File: config.mk
export PLATFORM = sky130hd
export DESIGN_NAME = apb_master_bridge
export DESIGN_NICKNAME = d
export VERILOG_FILES = /design/src/rtl/apb_master_pkg.sv /design/src/rtl/apb_addr_decode.sv /design/src/rtl/apb_master_bridge.sv
export SDC_FILE = /design/constraint.sdc
export NUM_CORES = 1
export LEC_CHECK = 0
export ABC_AREA = 1
export BUFFER_PORTS_ARGS = -buffer_cell sky130_fd_sc_hd__buf_4
export CAP_MARGIN = 20
export CORE_MARGIN = 2
export CORE_UTILIZATION = 45
export CTS_CLUSTER_DIAMETER = 100
export DETAILED_ROUTE_END_ITERATION = 8
export MAX_ROUTING_LAYER = met4
export PLACE_DENSITY_LB_ADDON = 0.15
export SLEW_MARGIN = 0
export SYNTH_ARGS = -nofsm -noshare
export SYNTH_HDL_FRONTEND = slang
export SYNTH_SLANG_ARGS = --single-unit
File: constraint.sdc
create_clock -name pclk -period 9.2 [get_ports pclk]
set_input_delay 0.92 -clock pclk [delete_from_list [all_inputs] [get_ports pclk]]
set_output_delay 0.92 -clock pclk [all_outputs]
set_load 0.05 [all_outputs]
File: src/rtl/apb_master_pkg.sv
// Shared definitions for the APB master bridge: FSM state encoding,
// slave index constants and the address-map base/mask constants.
package apb_master_pkg;

    // FSM state encoding
    typedef logic [1:0] state_t;
    localparam state_t ST_IDLE   = 2'd0;
    localparam state_t ST_SETUP  = 2'd1;
    localparam state_t ST_ACCESS = 2'd2;
    localparam state_t ST_RESP   = 2'd3;

    // Slave indices into psel/pready/pslverr
    localparam int NUM_SLAVES = 2;
    localparam int SLV_UART   = 0;
    localparam int SLV_GPIO   = 1;

    // Address map: each slave owns one 4 KiB region
    localparam logic [63:0] REGION_MASK = 64'hFFFF_FFFF_FFFF_F000;
    localparam logic [63:0] UART_BASE   = 64'h0000_0000_0000_0000;
    localparam logic [63:0] GPIO_BASE   = 64'h0000_0000_0000_1000;

endpackage

File: src/rtl/apb_addr_decode.sv
// Combinational address decoder: maps a byte address to a one-hot slave
// select, or flags a miss when no slave region matches.
module apb_addr_decode
    import apb_master_pkg::*;
#(
    parameter int ADDR_W = 32
) (
    input  logic [ADDR_W-1:0]     addr,
    output logic [NUM_SLAVES-1:0] sel,
    output logic                  miss
);

    localparam logic [ADDR_W-1:0] MASK_W = REGION_MASK[ADDR_W-1:0];
    localparam logic [ADDR_W-1:0] UART_W = UART_BASE[ADDR_W-1:0];
    localparam logic [ADDR_W-1:0] GPIO_W = GPIO_BASE[ADDR_W-1:0];

    // Compare the masked address against each region base
    always_comb begin
        // NOTE: every output gets a default first so no path can infer a latch.
        sel           = '0;
        sel[SLV_UART] = ((addr & MASK_W) == UART_W);
        sel[SLV_GPIO] = ((addr & MASK_W) == GPIO_W);
        miss          = ~|sel;
    end

endmodule

File: src/rtl/apb_master_bridge.sv
// Single-outstanding command to APB master bridge with two slaves
// (UART, GPIO). One command is accepted in IDLE, run through
// SETUP/ACCESS, and answered with a one-cycle rsp_valid pulse in RESP.
// Optional ACCESS-phase timeout: define APB_TIMEOUT_EN.
module apb_master_bridge
    import apb_master_pkg::*;
#(
    parameter int TIMEOUT_CYCLES = 16,
    parameter int ADDR_W         = 32
) (
    input  logic                  pclk,
    input  logic                  rst,
    // command side
    input  logic                  cmd_valid,
    output logic                  cmd_ready,
    input  logic                  cmd_write,
    input  logic [ADDR_W-1:0]     cmd_addr,
    input  logic [31:0]           cmd_wdata,
    input  logic [3:0]            cmd_strb,
    // response side
    output logic                  rsp_valid,
    output logic [31:0]           rsp_rdata,
    output logic                  rsp_err,
    output logic                  rsp_timeout,
    // APB side
    output logic [NUM_SLAVES-1:0] psel,
    output logic                  penable,
    output logic                  pwrite,
    output logic [ADDR_W-1:0]     paddr,
    output logic [31:0]           pwdata,
    output logic [3:0]            pstrb,
    input  logic [NUM_SLAVES-1:0] pready,
    input  logic [NUM_SLAVES-1:0] pslverr,
    input  logic [31:0]           prdata_uart,
    input  logic [31:0]           prdata_gpio
);

    state_t                state;
    logic [NUM_SLAVES-1:0] dec_sel;
    logic                  dec_miss;
    logic                  sel_ready;
    logic                  sel_err;
    logic [31:0]           sel_rdata;

`ifdef APB_TIMEOUT_EN
    localparam int CNT_W = (TIMEOUT_CYCLES > 1) ? $clog2(TIMEOUT_CYCLES) : 1;
    logic [CNT_W-1:0] wait_cnt;
`endif

    apb_addr_decode #(
        .ADDR_W (ADDR_W)
    ) u_decode (
        .addr (cmd_addr),
        .sel  (dec_sel),
        .miss (dec_miss)
    );

    // Pick ready/error/read data of the currently selected slave only
    always_comb begin
        sel_ready = |(psel & pready);
        sel_err   = |(psel & pslverr);
        sel_rdata = psel[SLV_GPIO] ? prdata_gpio : prdata_uart;
    end

    // Transfer FSM with fully registered APB and response outputs
    always_ff @(posedge pclk or posedge rst) begin
        if (rst) begin
            state     <= ST_IDLE;
            cmd_ready <= 1'b0;
            psel      <= '0;
            penable   <= 1'b0;
            pwrite    <= 1'b0;
            paddr     <= '0;
            pwdata    <= '0;
            pstrb     <= '0;
            rsp_valid <= 1'b0;
            rsp_rdata <= '0;
            rsp_err   <= 1'b0;
`ifdef APB_TIMEOUT_EN
            rsp_timeout <= 1'b0;
            wait_cnt    <= '0;
`endif
        end else begin
            // NOTE: non-blocking assignments so every register updates from pre-edge values.
            rsp_valid <= 1'b0;
            rsp_rdata <= '0;
            rsp_err   <= 1'b0;
`ifdef APB_TIMEOUT_EN
            rsp_timeout <= 1'b0;
`endif
            case (state)
                ST_IDLE: begin
                    if (cmd_valid && cmd_ready) begin
                        cmd_ready <= 1'b0;
                        pwrite    <= cmd_write;
                        paddr     <= cmd_addr;
                        pwdata    <= cmd_write ? cmd_wdata : 32'd0;
                        pstrb     <= cmd_write ? cmd_strb  : 4'd0;
                        if (dec_miss) begin
                            // No APB cycle for unmapped addresses
                            state     <= ST_RESP;
                            rsp_valid <= 1'b1;
                            rsp_err   <= 1'b1;
                        end else begin
                            psel  <= dec_sel;
                            state <= ST_SETUP;
                        end
                    end else begin
                        // Also raises ready on the first edge after reset
                        cmd_ready <= 1'b1;
                    end
                end
                ST_SETUP: begin
                    penable <= 1'b1;
                    state   <= ST_ACCESS;
`ifdef APB_TIMEOUT_EN
                    wait_cnt <= '0;
`endif
                end
                ST_ACCESS: begin
                    if (sel_ready) begin
                        psel      <= '0;
                        penable   <= 1'b0;
                        rsp_valid <= 1'b1;
                        rsp_err   <= sel_err;
                        rsp_rdata <= pwrite ? 32'd0 : sel_rdata;
                        state     <= ST_RESP;
                    end
`ifdef APB_TIMEOUT_EN
                    else if (wait_cnt == CNT_W'(TIMEOUT_CYCLES - 1)) begin
                        psel        <= '0;
                        penable     <= 1'b0;
                        rsp_valid   <= 1'b1;
                        rsp_err     <= 1'b1;
                        rsp_timeout <= 1'b1;
                        state       <= ST_RESP;
                    end else begin
                        wait_cnt <= wait_cnt + 1'b1;
                    end
`endif
                end
                ST_RESP: begin
                    state     <= ST_IDLE;
                    cmd_ready <= 1'b1;
                end
                default: begin
                    state     <= ST_IDLE;
                    cmd_ready <= 1'b0;
                end
            endcase
        end
    end

`ifndef APB_TIMEOUT_EN
    assign rsp_timeout = 1'b0;
`endif

endmodule
==> results_dict.tcl <==
set metrics [dict create \
    synth_top_family_by_area "simple AND/OR/NAND/NOR gates" \
    synthTopCellsByCount "nand2_1 (244), dfrtp_1 (109), nand3_1 (41)" \
    cts_resized 0 \
    synth.area.mux_share_pct 0 \
    synth_area_um2 4560 \
    reg2reg_depth 9 \
    synthDominantCellAreaShare_pct 59.9 \
    coreArea_um2 9820 \
    rr_startpoint "state[0]$_DFFE_PP0P_" \
    grt_overflow 0 \
    combPwrFrac_pct 8.5 \
    routed_via_density 4.84 \
    num_io_pins 248 \
    setup_viol 0 \
    reg2reg_to "paddr[14]$_DFFE_PP0P_" \
    initial_core_util_pct 46.4 \
    cp.arrival_ns 1.44 \
    seq_power_share_pct 59.4 \
    fin_nets 896 \
    critPathCaptureType "primary output" \
    grtUsageTotal_pct 23.5 \
    area_delta_synth_final_pct 44.5 \
    post_cts.repair.setup_buffers 0 \
    critPathRequiredTime_ns 8.28 \
    leakage_nw 3.79 \
    hpwlAfterDp_mm 9.03 \
    yosysTopAreaCell "dfrtp_1" \
    portBuffers 246 \
    drt_iter0_drc 269 \
    r2r_setup_slack_ns 6.94 \
    vias 4309 \
    cts_tree "done" \
    synth-simple-area-share_pct 28.0 \
    max_cap_viol_count 0 \
    synth_fa_ha_area_share_pct 0.824 \
    worstSetupPathType "flip-flop to primary output" \
    post-synth-top-count-cell "nand2_1" \
    yosys_warnings 0 \
    die_h_um 105 \
    wl_per_cell_um 13.9 \
    grt_pass1_wl_mm 20.1 \
    syn_nets 665 \
    min_path_type "flip-flop to flip-flop" \
    fmax_mhz 424 \
    clkPwrFrac_pct 32.1 \
    hp-start "paddr[7]$_DFFE_PP0P_" \
    peakVddDrop_mv 0.0630 \
    fin_skew_ns 0.0127 \
    rows 36 \
    drt-pass1-iter-count 5 \
    place_area_um2 6390 \
    hold_end "paddr[7]$_DFFE_PP0P_" \
    rsz0062_at_grt "no" \
    relSlewSlack_pct 38.1 \
    ant_nets 0 \
    synth-xor-area-share_pct 0 \
    fin_crit_ns 2.36 \
    drc 0 \
    ys_types 25 \
    gp_congestion 0.838 \
    finalCritPeriodShare_pct 25.6 \
    met2_length_mm 6.19 \
    async_flop_share_pct 100 \
    switching_share_pct 22.5 \
    path_clk_slew_ns 0.10 \
    status "finished, final reports clean" \
    power.density_nw_per_um2 122 \
    wl_met1_mm 5.04 \
    synth-seq-cells 109 \
    syn_area_per_cell_um2 8.73 \
    fin_cells 890 \
    wl_mm 12.4 \
    fin_setup_tns_ns 0 \
    clock_latency_ns 0.36 \
    met3RoutedLength_um 933 \
    cp-start-kind "flip-flop" \
    hold_buffers 0 \
    p_int_uw 624 \
    synth_compound_area_share_pct 5.63 \
    grt_max_degree 74 \
    num_antenna_cells 0 \
    layout-drive-gt1-share_pct 36.3 \
    whs_path_depth 2 \
    clockBufferDepth 2 \
    hold_violations 0 \
    ys_seq_area_share_pct 59.9 \
    cts.sinks 109 \
    root_buffer "clkbuf_8" \
    cts_htree_levels 3 \
    synth_cells 522 \
    top_layer "met4" \
    final_area_um2 6580 \
    grt_pass1_vias 4173 \
    dieArea_um2 10900 \
    drv_slew 0 \
    numCtsBuffers 9 \
    synth_area_leaders "dfrtp_1 (60%), nand2_1 (20%), nand3_1 (4.5%)" \
    ys.flop_type "dfrtp_1" \
    fp.dieW_um 105 \
    synth_edf_count 0 \
    place_inst 874 \
    worst_pin_slew_ns 0.928 \
    path_max_fanout 32 \
    whs_ns 0.483 \
    antenna_found_initial 0 \
    p_sw_uw 182 \
]
-- per-stage QoR --
step	util (%)	power [mW]	setup WS (ns)
3_5_place_dp	65.1	0.557	6.34
2_1_floorplan	-	0.505	5.41
5_1_grt	67.0	0.841	6.73
6_report	67.0	0.806	6.84
4_1_cts	66.8	0.813	6.68
3_3_place_gp	65.1	0.557	6.40
-- sequential cells by signal (all words and copies together), names as in the netlist --
name and cells:
pwdata 32, rsp_rdata 32, cmd_ready 1, rsp_valid 1
rsp_err 1, paddr 32, pstrb 4, penable 1
pwrite 1, psel 2, state 2
-- metal layers --
metal / up-vias / track usage (%)
met2: 195 / 38.0
met1: 2011 / 29.5
met5: - / -
li1: 2083 / -
met3: 20 / 5.12
met4: 0 / 7.71
-- layout by cell type, fill, tap and decap left out --
cell        instances
o21ai_1             5
ha_1                3
dfrtp_1           109
inv_1              12
nand3_4             1
nor2_1             26
a21oi_1            32
buf_12              1
o21bai_1            1
a22o_1              1
conb_1              1
nand2_2             2
nor2_4              1
nand2_1           244
nand3b_1            1
a21oi_2             3
buf_4             249
clkinvlp_4          3
nor2_2              1
nand3_1            41
inv_2               2
o21ai_2             1
inv_4               1
o21ai_0             4
clkbuf_1            2
clkbuf_8           10
-- layout make-up --
cell class                      instances  area (um^2)
Multi-Input combinational cell        368         1570
Clock buffer                           12          145
Fill cell                             808         3240
Sequential cell                       109         2730
Timing Repair Buffer                  250         1890
Inverter                               15         58.8
Clock inverter                          3         22.5
Tap cell                              133          166
-- worst max-delay path by stage --
stage,from,to,slack [ns],cells past startpoint
global placement,cmd_valid,paddr[30]$_DFFE_PP0P_,6.40,7
detailed placement,cmd_valid,paddr[29]$_DFFE_PP0P_,6.34,7
finish,psel[1]$_DFFE_PP0P_,psel[1],6.84,2
global route,psel[1]$_DFFE_PP0P_,psel[1],6.73,2
CTS,state[0]$_DFFE_PP0P_,paddr[29]$_DFFE_PP0P_,6.68,8
floorplan,rst,cmd_ready$_DFFE_PP0P_,5.41,1
-- critical path, stage by stage (launching register included) --
cell	delay, ns
dfrtp_1	0.45
buf_4	0.36
buf_4	0.27
-- kinds of logic after synthesis --
family / count (synthesis)
AND/OR/NAND/NOR: 317
AO/OA/AOI/OAI: 47
flip-flops: 109
adder cells (fa/ha/maj): 3
buffers and inverters: 45
other: 1
-- power groups by stage --
stage	sequential [mW]	combinational (mW)	clock, mW
floorplan	0.488	0.0171	0
global placement	0.488	0.0684	0
detailed placement	0.488	0.0689	0
CTS	0.479	0.0692	0.266
global route	0.479	0.0751	0.287
finish	0.479	0.0682	0.259
Power figures use the tool's default switching activity.
